File: src/rtl/sar_adc_scan_if.sv
// Result stream of the SAR scan controller: data, channel tag,
// end-of-scan flag and a valid/ready handshake.
interface sar_adc_scan_if #(
    parameter int p_bit_cnt = 8,
    parameter int p_ch_w    = 2
);
    logic [p_bit_cnt-1:0] o_res;
    logic [p_ch_w-1:0]    o_res_ch;
    logic                 o_last;
    logic                 o_valid;
    logic                 i_ready;

    modport master (
        output o_res, o_res_ch, o_last, o_valid,
        input  i_ready
    );

    modport slave (
        input  o_res, o_res_ch, o_last, o_valid,
        output i_ready
    );
endinterface

File: src/rtl/sar_adc_scan.sv
// Multi-channel SAR ADC scan controller: mux select, settle, binary
// search against an external DAC/comparator, results on a stalling stream.
module sar_adc_scan #(
    parameter int p_bit_cnt  = 8,
    parameter int p_ch_cnt   = 4,
    parameter int p_samp_cyc = 2,
    parameter int p_ch_w     = (p_ch_cnt > 1) ? $clog2(p_ch_cnt) : 1
) (
    input  logic                 i_clk,
    input  logic                 i_reset,
    input  logic                 i_start,
    input  logic                 i_cont,
    input  logic [p_ch_cnt-1:0]  i_ch_mask,
    output logic                 o_busy,
    output logic [p_ch_w-1:0]    o_mux,
    output logic [p_bit_cnt-1:0] o_dac,
    input  logic                 i_cmp,
    sar_adc_scan_if.master       res_if
);
    localparam logic [1:0] S_IDLE = 2'd0;
    localparam logic [1:0] S_SAMP = 2'd1;
    localparam logic [1:0] S_CONV = 2'd2;
    localparam logic [1:0] S_OUT  = 2'd3;

    localparam int sw = (p_samp_cyc > 1) ? $clog2(p_samp_cyc) : 1;
    localparam logic [sw-1:0] samp_last = sw'(p_samp_cyc - 1);
    localparam logic [p_bit_cnt-1:0] msb = {1'b1, {(p_bit_cnt-1){1'b0}}};

    logic [1:0]           state;
    logic [p_ch_cnt-1:0]  mask;
    logic [p_ch_w-1:0]    ch;
    logic [sw-1:0]        samp_cnt;
    logic [p_bit_cnt-1:0] trial;
    logic [p_bit_cnt-1:0] partial;
    logic [p_bit_cnt-1:0] res;
    logic [p_ch_w-1:0]    res_ch;
    logic                 last;

    logic                 nxt_found;
    logic [p_ch_w-1:0]    nxt_ch;

    function automatic logic [p_ch_w-1:0] low_bit(input logic [p_ch_cnt-1:0] m);
        low_bit = '0;
        for (int i = p_ch_cnt - 1; i >= 0; i--)
            if (m[i]) low_bit = p_ch_w'(i);
    endfunction

    // Lowest set bit of the captured mask strictly above the current channel.
    always_comb begin
        nxt_found = 1'b0;
        nxt_ch    = '0;
        for (int i = p_ch_cnt - 1; i >= 0; i--) begin
            if (mask[i] && (i > int'(ch))) begin
                nxt_found = 1'b1;
                nxt_ch    = p_ch_w'(i);
            end
        end
    end

    always_ff @(posedge i_clk or posedge i_reset) begin
        if (i_reset) begin
            state    <= S_IDLE;
            mask     <= '0;
            ch       <= '0;
            samp_cnt <= '0;
            trial    <= '0;
            partial  <= '0;
            res      <= '0;
            res_ch   <= '0;
            last     <= 1'b0;
        end else begin
            case (state)
                S_IDLE: begin
                    if (i_start && (|i_ch_mask)) begin
                        mask     <= i_ch_mask;
                        ch       <= low_bit(i_ch_mask);
                        samp_cnt <= '0;
                        state    <= S_SAMP;
                    end
                end
                S_SAMP: begin
                    if (samp_cnt == samp_last) begin
                        trial   <= msb;
                        partial <= '0;
                        state   <= S_CONV;
                    end else begin
                        samp_cnt <= samp_cnt + 1'b1;
                    end
                end
                S_CONV: begin
                    if (i_cmp) partial <= partial | trial;
                    trial <= trial >> 1;
                    if (trial[0]) begin
                        res    <= partial | (i_cmp ? trial : '0);
                        res_ch <= ch;
                        last   <= ~nxt_found;
                        state  <= S_OUT;
                    end
                end
                default: begin
                    if (res_if.i_ready) begin
                        samp_cnt <= '0;
                        if (nxt_found) begin
                            ch    <= nxt_ch;
                            state <= S_SAMP;
                        end else if (i_cont) begin
                            ch    <= low_bit(mask);
                            state <= S_SAMP;
                        end else begin
                            state <= S_IDLE;
                        end
                    end
                end
            endcase
        end
    end

    assign o_busy          = (state != S_IDLE);
    assign o_mux           = ch;
    assign o_dac           = (state == S_CONV) ? (partial | trial) : '0;
    assign res_if.o_valid  = (state == S_OUT);
    assign res_if.o_res    = res;
    assign res_if.o_res_ch = res_ch;
    assign res_if.o_last   = last;
endmodule

File: src/flat_wrapper.sv
// flat-port wrapper written by rule: the top's interface ports become plain ports
module sar_adc_scan_flat 
#(
    parameter int p_bit_cnt  = 8,
    parameter int p_ch_cnt   = 4,
    parameter int p_samp_cyc = 2,
    parameter int p_ch_w     = (p_ch_cnt > 1) ? $clog2(p_ch_cnt) : 1
)
  (i_clk, i_reset, i_start, i_cont, i_ch_mask, o_busy, o_mux, o_dac, i_cmp, res_if_o_res, res_if_o_res_ch, res_if_o_last, res_if_o_valid, res_if_i_ready);
  sar_adc_scan_if #(.p_bit_cnt(p_bit_cnt), .p_ch_w(p_ch_w)) res_if_i ();
  input  logic i_clk;
  input  logic i_reset;
  input  logic i_start;
  input  logic i_cont;
  input  logic [p_ch_cnt-1:0] i_ch_mask;
  output logic o_busy;
  output logic [p_ch_w-1:0] o_mux;
  output logic [p_bit_cnt-1:0] o_dac;
  input  logic i_cmp;
  output wire logic [$bits(res_if_i.o_res)-1:0] res_if_o_res;
  output wire logic [$bits(res_if_i.o_res_ch)-1:0] res_if_o_res_ch;
  output wire logic [$bits(res_if_i.o_last)-1:0] res_if_o_last;
  output wire logic [$bits(res_if_i.o_valid)-1:0] res_if_o_valid;
  input wire logic [$bits(res_if_i.i_ready)-1:0] res_if_i_ready;
  assign res_if_o_res = res_if_i.o_res;
  assign res_if_o_res_ch = res_if_i.o_res_ch;
  assign res_if_o_last = res_if_i.o_last;
  assign res_if_o_valid = res_if_i.o_valid;
  assign res_if_i.i_ready = res_if_i_ready;
  sar_adc_scan #(.p_bit_cnt(p_bit_cnt), .p_ch_cnt(p_ch_cnt), .p_samp_cyc(p_samp_cyc), .p_ch_w(p_ch_w)) u_core (.i_clk(i_clk), .i_reset(i_reset), .i_start(i_start), .i_cont(i_cont), .i_ch_mask(i_ch_mask), .o_busy(o_busy), .o_mux(o_mux), .o_dac(o_dac), .i_cmp(i_cmp), .res_if(res_if_i));
endmodule
File: config.mk
export PLATFORM = sky130hd
export DESIGN_NAME = sar_adc_scan_flat
export DESIGN_NICKNAME = d
export VERILOG_FILES = /design/src/rtl/sar_adc_scan_if.sv /design/src/rtl/sar_adc_scan.sv /design/src/flat_wrapper.sv
export SDC_FILE = /design/constraint.sdc
export NUM_CORES = 1
export LEC_CHECK = 0
export CORE_MARGIN = 10
export CORE_UTILIZATION = 46
export CTS_BUF_LIST = sky130_fd_sc_hd__clkbuf_8 sky130_fd_sc_hd__clkbuf_16
export CTS_CLUSTER_DIAMETER = 100
export DETAILED_ROUTE_END_ITERATION = 16
export GPL_ROUTABILITY_DRIVEN = 0
export PLACE_DENSITY = 0.75
export SLEW_MARGIN = 40
export SYNTH_ARGS = -nofsm -noshare
export SYNTH_HDL_FRONTEND = slang
export SYNTH_SLANG_ARGS = --single-unit
File: constraint.sdc
create_clock -name i_clk -period 1.9 [get_ports i_clk]
set_input_delay 0.38 -clock i_clk [delete_from_list [all_inputs] [get_ports i_clk]]
set_output_delay 0.38 -clock i_clk [all_outputs]
set_load 0.01 [all_outputs]
==> impl_metrics.yaml, run 1 <==
critical_path:
  cp_max_fo: 10
  cp-startpoint: "u_core.state[0]"
  critPathSlowestCell: "dfrtp_1"
  cpPeakStageDelay_ns: 0.39
  setup.worst_path.start_class: "register"
  r2r_start: "u_core.state[0]"
  required_ns: 1.52
  worstPathArrival_ns: 1.46
  crit_path_end_kind: "output pin"
  cp_cell_sequence: "inv_1 > ha_1 > inv_2 > nor2_1 > clkdlybuf4s15_1"
  r2r_cells: 7
  path_class: "reg2out"
clocking:
  cts.sink_count: 36
  root_buffer: "clkbuf_8"
  insertion_delay_ns: 0.28
  clk_pin_slew_worst_paths_ns: 0.07
  clk_path_buf_depth: 2
  holdBufCountCts: 0
  cts_tree: "built"
  h-tree-depth: 2
  cts_buffers: 5
  cts_setup_buffers: 0
cells_and_area:
  multi_input_area_um2: 783.3
  drive_gt1_frac: 0.2080
  final_util: 0.6177
  fillCellCount: 323
  fin_nets: 239
  fin_area_mm2: 0.002278
  syn2layout_area_growth_pct: 29.79
  n_antenna_cell: 0
  ff_latch_area_um2: 900.9
floorplan:
  io_pins: 33
  die_w_um: 81.78
  core.rowCount: 22
  start_util: 0.4759
  die-height_um: 81.78
  dieArea_mm2: 0.006687
  fp.coreArea_mm2: 0.003689
sta:
  fmax_mhz: 542.2
  final.setup_skew_ns: 0.004446
  fin_crit_sh: 0.9708
  slew_violations: 0
  tightest_slew_ns: 0.4503
  fin_crit_ns: 1.844
  setup_tns_ns: 0
  slew_headroom: 0.6998
  report.final.setup_viol: 0
  rsz0062_at_grt: "true"
  hold_viol_final: 0
synth:
  syn-instance-count: 180
  syn_area_mm2: 0.001755
  yosys_register_bits: 36
  synth_edf_count: 0
  postSynth.asyncResetShare: 1.000
  ys_seq_area_frac: 0.5132
  ys.flop_type: "dfrtp_1"
  avgSynthCellArea_um2: 9.752
  synth_nets: 194
  yosysWarnings: 0
  ys_types: 28
power:
  switchingPower_mw: 1.167
  p_int_mw: 1.953
  power.density_mw_per_mm2: 1369
  netSwitchingFraction: 0.3741
  p_leak_nw: 1.061
  p_seq_frac: 0.344
  ir_drop_mv: 0.7859
  finalPower_mw: 3.120
  p_comb_frac: 0.450
  clkPwrFrac: 0.206
route:
  drt-initial-drc-count: 164
  drt-pass1-iter-count: 5
  routed_via_density: 5.128
  drc: 0
  vias: 1405
  antenna_left: 0
  wirelength_um: 3844
  routedWlPerCell_um: 14.03
hold_path:
  worstHoldStart: "u_core.res_if.o_last"
  hold_class: "reg2reg"
  hold_path_depth: 2
grt:
  grt_pass1_wl_um: 6382
  grt_pass1_vias: 1298
  grtUsageTotal: 0.1229
  grt_max_degree: 37
  antenna_found_initial: 0
  gr-total-overflow: 0
job:
  cap_violations: 0
placed_design:
  place.detailed.hpwl_um: 2904
  port_buffers: 32
  placed_cell_area_mm2: 0.002201
outcome:
  outcome: "finished clean"
[power groups by stage]
stage	Sequential (mW)	Clock [mW]	Combinational, mW
2_1_floorplan	1.06	0	0.995
3_3_place_gp	1.08	0	1.42
3_5_place_dp	1.08	0	1.44
4_1_cts	1.07	0.656	1.42
5_1_grt	1.10	0.704	1.57
6_report	1.07	0.643	1.40
[repair_timing]
action | 4_1_cts | 5_1_grt
endpoints found under the setup margin | 10 | 8
gates resized for setup | 12 | 13
pin swaps | 0 | 0
gates cloned | 0 | 0
[path summary, 6_finish.rpt]
path / slack [ns] / end
max in group asynchronous: 1.08 / u_core.mask[3]
setup reg to reg: 0.13 / u_core.partial[0]
hold / removal: 0.48 / u_core.res_if.o_last
setup / recovery: 0.06 / o_dac[4]
min in group asynchronous: 0.49 / u_core.res_if.o_res[6]
hold reg to reg: 0.48 / u_core.res_if.o_last
[per-stage QoR]
stage | hold slack [ns] | worst slack, ns | cells
after CTS | 0.4853 | 0.01430 | 274
after global routing | 0.5011 | -0.04481 | 274
after global placement | 0.4607 | -0.1294 | 266
after floorplan | 0.4573 | 0.08203 | 180
final | 0.4775 | 0.05550 | 274
after detailed placement | 0.4704 | -0.1906 | 266
[cells by family (layout without fill, tap and decap cells)]
group                      count (synthesis)  in the layout  share of synthesized area
and+or+nand+nor                           59             59                     0.1411
AOI/OAI and AO/OA                         49             49                     0.1775
DFF                                       36             36                     0.5132
buffers and inverters                     17             63                    0.04205
muxes                                     15             15                    0.09765
adders and majority gates                  4              4                    0.02851
[cells in the final DEF, fill, tap and decap left out, types with 2 or more instances in the layout]
cell	count
ha_1	4
o31ai_1	2
clkdlybuf4s50_1	22
buf_4	14
dlygate4sd2_1	2
clkbuf_2	6
nor3_1	2
mux2_2	13
o41ai_1	2
nand2b_1	2
o21ai_0	23
nand2_1	30
nor2_1	20
dfrtp_1	36
clkbuf_8	5
clkdlybuf4s15_1	2
a22o_1	2
inv_1	9
a21oi_1	15
[state kept, by name, summed over array words and instances, names as in the netlist]
register                count
u_core.res_if.o_res_ch      2
u_core.partial              8
u_core.state                2
u_core.samp_cnt             1
u_core.o_mux                2
u_core.trial                8
u_core.res_if.o_res         8
u_core.res_if.o_last        1
u_core.mask                 4
[Yosys cell counts (4+ instances only)]
cell,number,area (um2)
mux2_2,13,146.4
a21oi_1,15,75.07
o21ai_0,23,115.1
inv_1,8,30.03
nor2_1,21,78.83
dfrtp_1,36,900.9
clkbuf_1,5,18.77
nand2_1,30,112.6
ha_1,4,50.05
[worst max-delay path, delay by kind of cell (launching register included)]
kind / cells / cell delay (ns)
buf+inv: 3 / 0.46
flops: 1 / 0.39
fa+ha+maj: 1 / 0.19
simple gates: 1 / 0.16
[layout make-up]
| type | count | share of cell area |
|---|---|---|
| well taps | 48 | 0.02636 |
| flip-flops and latches | 36 | 0.3954 |
| repair buffers | 46 | 0.1724 |
| multi-input cells | 127 | 0.3438 |
| inverters | 9 | 0.01483 |
| clock buffers | 5 | 0.03020 |
| clock inverters | 3 | 0.01702 |
[metal layers]
metal  wire length (um)  up-vias  share of wire  GRT usage
li1                   -      707              -          -
met1               1660      657           0.43     0.1664
met2               1892       37           0.49     0.1787
met3                238        4          0.062    0.03930
met4                 53        0          0.014    0.04592
met5                  0        -              0          0
Power figures use the tool's default switching activity.
==> run 2: changes to the inputs <==
- CORE_ASPECT_RATIO: unset -> 0.7
==> impl_metrics.yaml, run 2 (synthesis gave the netlist of run 1 again) <==
floorplan:
  fp.coreArea_mm2: 0.003603
  start_util: 0.4872
  io_pins: 33
  die_w_um: 93.84
  die-height_um: 71.69
  core.rowCount: 18
  dieArea_mm2: 0.006727
cells_and_area:
  drive_gt1_frac: 0.2188
  n_antenna_cell: 0
  stdcell_count: 274
  fin_nets: 238
  fin_area_mm2: 0.002236
  final_cell_mix: "dfrtp_1 (36), nand2_1 (30), o21ai_0 (23), clkdlybuf4s50_1 (22), nor2_1 (19)"
  syn2layout_area_growth_pct: 27.37
  mostFrequentLayoutCell: "dfrtp_1"
route:
  drt-initial-drc-count: 86
  antenna_left: 0
  drc: 0
  routed_via_density: 5.259
  wirelength_um: 4335
  routedWlPerCell_um: 15.82
  vias: 1441
  drt-pass1-iter-count: 4
hold_path:
  worstHoldStart: "u_core.res_if.o_res[4]"
  hold_path_depth: 2
  hold_class: "reg2reg"
  min_to: "u_core.res_if.o_res[4]"
grt:
  grt_max_degree: 37
  use_met1: 0.1708
  grt_use_met2: 0.1867
  gr-total-overflow: 0
  grt_pass1_wl_um: 6955
  antenna_found_initial: 0
  grt_pass1_vias: 1387
  use_met3: 0.03850
  busiest_layer: "met2"
  grtUsageTotal: 0.1326
clocking:
  cts_buffers: 5
  holdBufCountCts: 0
  cts_setup_buffers: 0
  clk_pin_slew_worst_paths_ns: 0.07
  cts.sink_count: 36
  clk_path_buf_depth: 2
  insertion_delay_ns: 0.29
  root_buffer: "clkbuf_8"
  cts_tree: "built"
  h-tree-depth: 2
placed_design:
  port_buffers: 32
  place.detailed.hpwl_um: 3289
  placed_cell_area_mm2: 0.002196
  placedCellCount: 267
critical_path:
  path_class: "in2reg"
  required_ns: 2.08
  setup.worst_path.start_class: "primary input"
  cp_max_fo: 6
  r2r_start: "u_core.state[0]"
  r2r_cells: 6
  crit_path_end_kind: "register"
  worstPathArrival_ns: 1.97
  r2r_end: "u_core.partial[6]"
  reg2reg_slack_ns: 0.17
power:
  power.density_mw_per_mm2: 1352
  ir_drop_mv: 1.003
  p_leak_nw: 1.036
sta:
  fin_crit_ns: 1.793
  fin_crit_sh: 0.9439
  slew_headroom: 0.6928
  hold_viol_final: 0
  final.setup_skew_ns: 0.004957
  tightest_slew_ns: 0.4608
  report.final.setup_viol: 0
  fmax_mhz: 557.6
  slew_violations: 0
  rsz0062_at_grt: "false"
outcome:
  outcome: "finished clean"
job:
  cap_violations: 0
[run 2: stage by stage]
stage	util	worst slack (ns)	TNS [ns]	total power [mW]	hold WS, ns
after floorplan	-	0.08203	0	2.051	0.4573
after global placement	0.6094	-0.1249	-0.6000	2.461	0.4622
after detailed placement	0.6094	-0.1882	-1.007	2.534	0.4708
after CTS	0.6274	0.01014	0	3.021	0.4864
after global routing	0.6205	0.05078	0	3.229	0.5186
final	0.6205	0.1065	0	3.022	0.4789
[run 2: critical path: stages]
cell             delay, ns
clkdlybuf4s50_1       0.48
o41ai_4               0.39
or2_1                 0.30
o22ai_4               0.11
mux2_4                0.31
[run 2: what timing repair did]
| action | CTS | global route |
|---|---|---|
| hold endpoints to repair | 0 | 0 |
| resized for setup | 10 | 19 |
| setup endpoints to repair | 10 | 9 |
[run 2: worst max-delay path by stage]
stage	startpoint	end	slack, ns	cells after the start
2_1_floorplan	u_core.state[0]	u_core.o_mux[1]	0.08	8
3_3_place_gp	i_ch_mask[0]	u_core.o_mux[1]	-0.12	5
3_5_place_dp	i_ch_mask[0]	u_core.o_mux[1]	-0.19	5
4_1_cts	u_core.state[0]	o_dac[0]	0.01	5
5_1_grt	u_core.state[0]	o_dac[3]	0.05	5
6_report	i_ch_mask[0]	u_core.o_mux[1]	0.11	5
[run 2: layout make-up]
| class | count | area (um2) |
|---|---|---|
| clock buffers | 5 | 68.82 |
| clock inverters | 2 | 8.758 |
| fillers | 316 | 1368 |
| inverters | 9 | 33.78 |
| multi-input cells | 127 | 785.8 |
| flip-flops and latches | 36 | 900.9 |
| well taps | 50 | 62.56 |
| repair buffers | 45 | 375.4 |
[run 2: routing by layer]
layer,up-vias,routed length [um]
met5,-,0
met4,0,123
met3,11,294
met2,44,1895
met1,685,2022
li1,701,-
[run 2: power breakdown]
part	leakage (nW)	total [mW]	internal (mW)	switching, mW
combinational	0.551	1.44	0.635	0.801
clock	0.0452	0.511	0.244	0.267
sequential	0.439	1.08	0.916	0.160
